==> src/rtl/noc_pkg.sv <==
// Shared NoC flit definitions: default field widths and flit layout.
// A flit is {addr, data} with the destination address in the MSBs.
package noc_pkg;

   localparam int DefDataWidth = 32;
   localparam int DefAddrWidth = 3;

   typedef struct packed {
      logic [DefAddrWidth-1:0] addr;
      logic [DefDataWidth-1:0] data;
   } flit_t;

   function automatic int idx_width(input int n);
      return (n > 1) ? $clog2(n) : 1;
   endfunction

endpackage

==> src/rtl/noc_port_arbiter_rr_picker.sv <==
// Rotating-priority picker: first asserted request at or after i_ptr, wrapping.
// Purely combinational; the pointer itself lives in the caller.
module rr_picker
   import noc_pkg::*;
#(
   parameter int N  = 4,
   parameter int IW = idx_width(N)
) (
   input  logic [N-1:0]  i_req,
   input  logic [IW-1:0] i_ptr,
   output logic [N-1:0]  o_grant,
   output logic [IW-1:0] o_idx,
   output logic          o_any
);

   always_comb begin
      int j;
      j       = 0;
      o_grant = '0;
      o_idx   = '0;
      o_any   = 1'b0;
      for (int off = 0; off < N; off++) begin
         j = int'(i_ptr) + off;
         if (j >= N) j = j - N;
         if (!o_any && i_req[j]) begin
            o_any      = 1'b1;
            o_grant[j] = 1'b1;
            o_idx      = IW'(j);
         end
      end
   end

endmodule

==> src/rtl/noc_port_arbiter.sv <==
// Round-robin N:1 flit arbiter with a single registered output stage.
// Holds the rotating pointer, the output flit register and the transfer counter.
module noc_port_arbiter
   import noc_pkg::*;
#(
   parameter  int NumIn      = 4,
   parameter  int DataWidth  = DefDataWidth,
   parameter  int AddrWidth  = DefAddrWidth,
   localparam int TotalWidth = DataWidth + AddrWidth,
   localparam int IdxWidth   = idx_width(NumIn)
) (
   input  logic                        clk,
   input  logic                        rst,
   input  logic [NumIn*TotalWidth-1:0] i_data,
   input  logic [NumIn-1:0]            i_valid,
   output logic [NumIn-1:0]            o_ready,
   output logic [TotalWidth-1:0]       o_data,
   output logic                        o_valid,
   input  logic                        i_ready,
   output logic [NumIn-1:0]            o_grant,
   output logic [31:0]                 o_pkt_count
);

   logic [IdxWidth-1:0]   r_ptr;
   logic [TotalWidth-1:0] r_data;
   logic                  r_valid;
   logic [NumIn-1:0]      r_grant;
   logic [31:0]           r_pkt_count;

   logic [NumIn-1:0]      w_pick;
   logic [IdxWidth-1:0]   w_idx;
   logic                  w_any;
   logic                  w_load_en;
   logic                  w_accept;
   logic                  w_drain;
   logic [TotalWidth-1:0] w_flit;
   logic [IdxWidth-1:0]   w_ptr_next;

   rr_picker #(
      .N  (NumIn),
      .IW (IdxWidth)
   ) u_picker (
      .i_req   (i_valid),
      .i_ptr   (r_ptr),
      .o_grant (w_pick),
      .o_idx   (w_idx),
      .o_any   (w_any)
   );

   // The output slot can take a new flit when empty or when it is leaving now.
   assign w_load_en  = !r_valid || i_ready;
   assign w_accept   = w_load_en && w_any && !rst;
   assign w_drain    = r_valid && i_ready;
   assign w_flit     = i_data[int'(w_idx)*TotalWidth +: TotalWidth];
   assign w_ptr_next = (int'(w_idx) == NumIn - 1) ? '0 : w_idx + 1'b1;

   assign o_ready     = w_accept ? w_pick : '0;
   assign o_data      = r_data;
   assign o_valid     = r_valid;
   assign o_grant     = r_grant;
   assign o_pkt_count = r_pkt_count;

   always_ff @(posedge clk) begin
      if (rst) begin
         r_ptr       <= '0;
         r_data      <= '0;
         r_valid     <= 1'b0;
         r_grant     <= '0;
         r_pkt_count <= '0;
      end else begin
         if (w_drain) begin
            r_pkt_count <= r_pkt_count + 32'd1;
         end
         if (w_accept) begin
            r_data  <= w_flit;
            r_grant <= w_pick;
            r_valid <= 1'b1;
            r_ptr   <= w_ptr_next;
         end else if (i_ready) begin
            r_valid <= 1'b0;
         end
      end
   end

endmodule
==> config.mk <==
export PLATFORM = sky130hd
export DESIGN_NAME = noc_port_arbiter
export DESIGN_NICKNAME = d
export VERILOG_FILES = /design/src/rtl/noc_pkg.sv /design/src/rtl/noc_port_arbiter_rr_picker.sv /design/src/rtl/noc_port_arbiter.sv
export SDC_FILE = /design/constraint.sdc
export NUM_CORES = 1
export LEC_CHECK = 0
export BUFFER_PORTS_ARGS = -buffer_cell sky130_fd_sc_hd__buf_2
export CAP_MARGIN = 20
export CORE_AREA = 5 5 94 105
export DETAILED_ROUTE_END_ITERATION = 10
export DIE_AREA = 0 0 99 110
export MAX_ROUTING_LAYER = met4
export PLACE_DENSITY = 0.85
export SLEW_MARGIN = 0
export SYNTH_ARGS = -nofsm -noshare
export SYNTH_HDL_FRONTEND = slang
export SYNTH_HIERARCHICAL = 1
export SYNTH_SLANG_ARGS = --single-unit
==> constraint.sdc <==
create_clock -name clk -period 6.4 [get_ports clk]
set_clock_uncertainty 0.05 [all_clocks]
set_input_delay 0.32 -clock clk [delete_from_list [all_inputs] [get_ports clk]]
set_output_delay 0.32 -clock clk [all_outputs]
set_load 0.02 [all_outputs]
=== Word-level counts from Yosys, hierarchy flattened ===
Cells that the tools add are included.

* Register bits after elaboration: 74
* Input bits: 147
* Output and inout port bits: 76

* Add/subtract/negate cells: 9
* Multiply operators: 1
* Magnitude comparators: 12
* Equal/unequal tests: 1
* Shift operators: 1
* Multiplexer cells: 40
* Bitwise operators: 3
* Reductions and logical operators: 17

{| class="wikitable"
|+ Operator list
! kind !! count
|-
| $shiftx A140 B9 Y35 || 1
|-
| $ge A32 B1 Y1 const B || 4
|-
| $lt A32 B4 Y1 const B || 4
|-
| $mux W32 || 4
|-
| $ge A32 B4 Y1 const B || 3
|-
| $sub A32 B4 Y32 const B || 3
|-
| $add A32 B1 Y32 const B || 1
|-
| $mux W4 || 5
|-
| $mux W1 || 18
|-
| $or A4 B4 Y4 || 3
|-
| $logic_and A1 B1 Y1 || 10
|-
| $mux W2 || 5
|-
| $bmux W1 S2 || 4
|-
| $demux W1 S2 || 4
|-
| $mul A2 B6 Y8 const B || 1
|-
| $add A2 B2 Y3 const B || 2
|-
| $logic_not A1 Y1 || 5
|-
| $sub A2 B3 Y4 const B || 1
|-
| $add A2 B1 Y3 const B || 1
|-
| $ge A2 B3 Y1 const B || 1
|-
| $add A2 B1 Y2 const B || 1
|-
| $eq A2 B1 Y1 const B || 1
|-
| $reduce_bool A2 Y1 || 1
|-
| $logic_or A1 B1 Y1 || 1
|}

=== Longest topological paths before layout ===
* Depth in word-level cells: 18
* Gate-level depth with buffers: 12

=== Hierarchy ===
Netlist, hierarchy kept.

{| class="wikitable"
|+ Modules (own cells, without submodules)
! module !! instances !! cells each !! area an instance (µm²) !! seq. area each (µm²)
|-
| noc_port_arbiter || 1 || 330 || 3679.8 || 1481.4
|-
| rr_picker || 1 || 48 || 460.4 || 0.0
|}

=== Worst setup path after synthesis ===
No wires, ideal clock.

* Path kind: register -> register
* Start: register r_ptr[0]
* End: register r_data[14], in the netlist o_data[14]
* Arrival time: 3.135 ns
* Required time: 6.233 ns
* Slack: 3.098 ns
* Stages on the path, launching flop included: 13
* Path buffers: 4
* Path through: dfxtp_1 > buf_6 > inv_1 > ha_1 > mux4_2 > buf_6 > and2b_2 > o21ai_0 > o31ai_1 > buf_2 > buf_2 > mux4_2 > a22o_1

* Word-level cells in the longest chain between the ends: 17
* Elaborated cells on any way between the ends: 45
* Those cells by class: 7 x add/sub; 1 x mul; 4 x order compare; 1 x shift; 24 x mux; 8 x reduce/logical

{| class="wikitable"
|+ Ends and longest elaborated chain
! what !! line !! RTL
|-
| start: declaration || noc_port_arbiter.sv:24 || <nowiki>logic [IdxWidth-1:0] r_ptr;</nowiki>
|-
| start signal: assignment || noc_port_arbiter.sv:78 || <nowiki>r_ptr <= w_ptr_next;</nowiki>
|-
| parallel branches: the longest is 14 deep, another holds $sub A32 B4 Y32 || n/a ||
|-
| $mux W2 (*) || noc_port_arbiter_rr_picker.sv:25 || <nowiki>if (!o_any && i_req[j]) begin</nowiki>
|-
| net w_idx[0] || noc_port_arbiter.sv:31 || <nowiki>logic [IdxWidth-1:0] w_idx;</nowiki>
|-
| $mul A2 B6 Y8 (*) || noc_port_arbiter.sv:54 || <nowiki>assign w_flit = i_data[int'(w_idx)*TotalWidth +: TotalWidth];</nowiki>
|-
| $shiftx A140 B9 Y35 (*) || noc_port_arbiter.sv:54 ||
|-
| end signal: assignment || noc_port_arbiter.sv:75 || <nowiki>r_data <= w_flit;</nowiki>
|-
| end: declaration || noc_port_arbiter.sv:25 || <nowiki>logic [TotalWidth-1:0] r_data;</nowiki>
|}

Mark *: on every way through the listed nets, which the timed path passes. The select of a mux whose other input is x is not followed.
A chain may end at the register's enable or synchronous reset.

=== Worst setup path in the final report ===
* Start: register r_ptr[0]
* End: output port o_ready[3]

* Word-level cells in the longest chain between the ends: 18
* Elaborated cells on any way between the ends: 67
* Those cells by class: 7 x add/sub; 12 x order compare; 33 x mux; 3 x bitwise; 12 x reduce/logical

{| class="wikitable"
|+ Ends and longest elaborated chain
! what !! line !! RTL
|-
| parallel branches: the longest is 14 deep, another holds $sub A32 B4 Y32 || n/a ||
|-
| $mux W1 (*) || noc_port_arbiter_rr_picker.sv:25 ||
|-
| net w_any || noc_port_arbiter.sv:32 || <nowiki>logic w_any;</nowiki>
|-
| $logic_and A1 B1 Y1 (*) (2 in series) || noc_port_arbiter.sv:52 || <nowiki>assign w_accept = w_load_en && w_any && !rst;</nowiki>
|-
| $mux W4 (*) || noc_port_arbiter.sv:57 || <nowiki>assign o_ready = w_accept ? w_pick : '0;</nowiki>
|-
| end: declaration || noc_port_arbiter.sv:16 || <nowiki>output logic [NumIn-1:0] o_ready,</nowiki>
|}

Marked as above.

==> out/metrics.csv <==
metric,value,unit
relSlewSlack,0.284,
seq_power_share,0.293,
ys_warn_count,6,
crit_path_start_kind,register,
finalSetupTns,0,ps
hold_viol_final,0,
comb_power_share,0.516,
cts_setup_buffers,0,
cts_buffers,9,
swShare,0.380,
clk_pin_slew_worst_paths,80,ps
num_rows,36,
max-vdd-ir-drop,0.271,mV
power_density,409,nW/µm²
synthArstFlopShare,0,
status,"complete, no violations",
worst_hold_path.endpoint,o_pkt_count[1],
postSynthAreaPerCell,11.0,µm²
ctsHoldBuffers,0,
syn_area,4140,µm²
worst_setup_path_end_kind,output port,
hpwl,10800,µm
worstPathArrival,3630,ps
rsz0062_at_grt,no,
cts_resized,0,
cts_num_sinks,74,
clk_latency,350,ps
syn_nets,535,
fillCellCount,699,
route.detailed.drc,0,
gp_congestion,0.854,
finalSetupViolCount,0,
netlist_top_cells_area,"dfxtp_1, mux4_2, a22o_1",
r2r_start,r_ptr[0],
post_synth_num_cell_types,38,
root_buffer,clkbuf_8,
grt_pass1_vias,4280,
maxCapViolCount,0,
synth_seq_cells,74,
post-place-ws,2440,ps
htree_levels,3,
whs_path_depth,3,
fin_crit_sh,0.626,
clkPwrFrac,0.191,
rr_worst_depth,9,
setup_slack,2400,ps
die_x,99,µm
leakage,2.49,nW
portBuffers,222,
internal_power,1.41,mW
area_delta_synth_final,34.2,%
drive_gt1_frac,0.485,
critPathMaxFanout,45,
ant_nets,0,
io_pins,223,
clockBufferDepth,2,
grt_pass1_wl,21100,µm
die_h,110,µm
rr_endpoint,o_data[9],
core_area,8690,µm²
hp-class,in -> reg,
synth_top_area_frac,0.358,
p_sw,864,µW
dieArea,10900,µm²
grt_max_degree,46,
cts_tree,built,
max_freq,0.250,GHz
vias,4181,
rrSetupSlack,2450,ps
power,2.28,mW
postLayoutCellArea,5560,µm²
synthCells,378,
cp.required,6030,ps
routed_wl,13700,µm
synth_edf_count,0,
initial_core_util,0.476,
final-max-slew-violation-count,0,
placed_cell_area,5320,µm²
critPathKind,reg -> out,
worst_pin_slew,1070,ps
worstHoldStart,i_ready,
synth_flop_cell,dfxtp_1,
post_drt_wl_per_cell,19.4,µm
nets,744,
fin_crit,4000,ps
grt_overflow,0,
yosysSeqAreaShare,0.358,
grt_usage,0.253,
firstDrtPassIters,4,
drt_iter0_markers,184,
synth_top_area_cell,dfxtp_1,
antenna_found_initial,1,
vias_per_cell,5.91,
## power groups by stage
stage / Sequential [mW] / Combinational, mW / Clock, mW
finish: 0.667 / 1.17 / 0.435
floorplan: 0.793 / 0.758 / 0
global route: 0.680 / 1.26 / 0.459
detailed placement: 0.670 / 1.19 / 0
global placement: 0.669 / 1.15 / 0
CTS: 0.665 / 1.19 / 0.439
## synthesized netlist by cell type, types with 4 or more instances
master	count
clkbuf_1	15
and4_1	6
o21ai_0	10
and2_1	7
dfxtp_1	74
a22oi_1	8
nand3_1	12
a21oi_1	20
nor2_1	19
nor4_1	5
nand2_1	16
nor3_1	4
buf_2	6
ha_1	10
or4_1	12
mux4_2	36
o31ai_1	12
inv_1	8
or3_1	6
xor2_1	8
a22o_1	41
nand4_1	9
nor2b_1	5
mux2_2	7
## layer usage
metal,global-route usage,wire [µm],vias up
met4,0.109,571,0
met5,-,0,-
met2,0.452,7290,217
met1,0.269,4810,2001
li1,-,-,1917
met3,0.0579,1030,46
## logic make-up after synthesis
logic type,count (synthesis),synth area share
DFF,74,0.358
muxes,47,0.236
adders and majority gates,10,0.0302
xor gates and xnor gates,10,0.0212
AOI/OAI and AO/OA,94,0.166
buffers and inverters,34,0.0366
and+or+nand+nor,109,0.152
## worst max path at each step
stage	from	slack, ps	endpoint
global route	r_ptr[0]	2080	o_ready[3]
detailed placement	r_ptr[0]	2440	o_data[9]
floorplan	r_ptr[0]	3100	o_data[14]
global placement	r_ptr[0]	2580	o_data[9]
finish	r_ptr[0]	2400	o_ready[3]
CTS	r_ptr[0]	2330	o_ready[3]
## placed cells by master, fill, tap and decap left out, types with 9 or more instances in the layout
| master | count |
|---|---|
| buf_2 | 222 |
| or4_1 | 12 |
| dfxtp_1 | 74 |
| a21oi_1 | 19 |
| nand2_1 | 16 |
| ha_1 | 10 |
| nand3_1 | 12 |
| o21ai_0 | 10 |
| a22o_1 | 41 |
| clkbuf_8 | 9 |
| mux4_2 | 36 |
| nor2_1 | 18 |
| o31ai_1 | 11 |
| nand4_1 | 9 |
## state kept, by name, indices dropped and copies added (netlist names)
| signal | flops |
|---|---|
| o_data | 35 |
| o_grant | 4 |
| o_pkt_count | 32 |
| o_valid | 1 |
| r_ptr | 2 |
## cell type report
type	count	area, µm²	area share
diodes	1	2.50	0.000450
clock inverters	5	103	0.0185
flip-flops and latches	74	1480	0.267
well taps	114	143	0.0257
multi-input cells	270	2540	0.457
repair buffers	224	1130	0.203
clock buffers	11	131	0.0236
inverters	8	30.0	0.00540
## critical path, cell delays in order (launching register included)
cell and delay, ps:
dfxtp_1 730, inv_1 230, ha_1 420, mux4_2 390, nor3_1 100, nand2b_1 180
nand2_1 110, nor2_4 710, and2_1 240, buf_2 170
## stage by stage
step                hold slack, ps   util  instances
finish                         252  0.639        707
floorplan                      433      -        378
global placement               404  0.612        690
CTS                            235  0.639        706
detailed placement             405  0.612        690
global route                   281  0.639        707
Power figures use the tool's default switching activity.
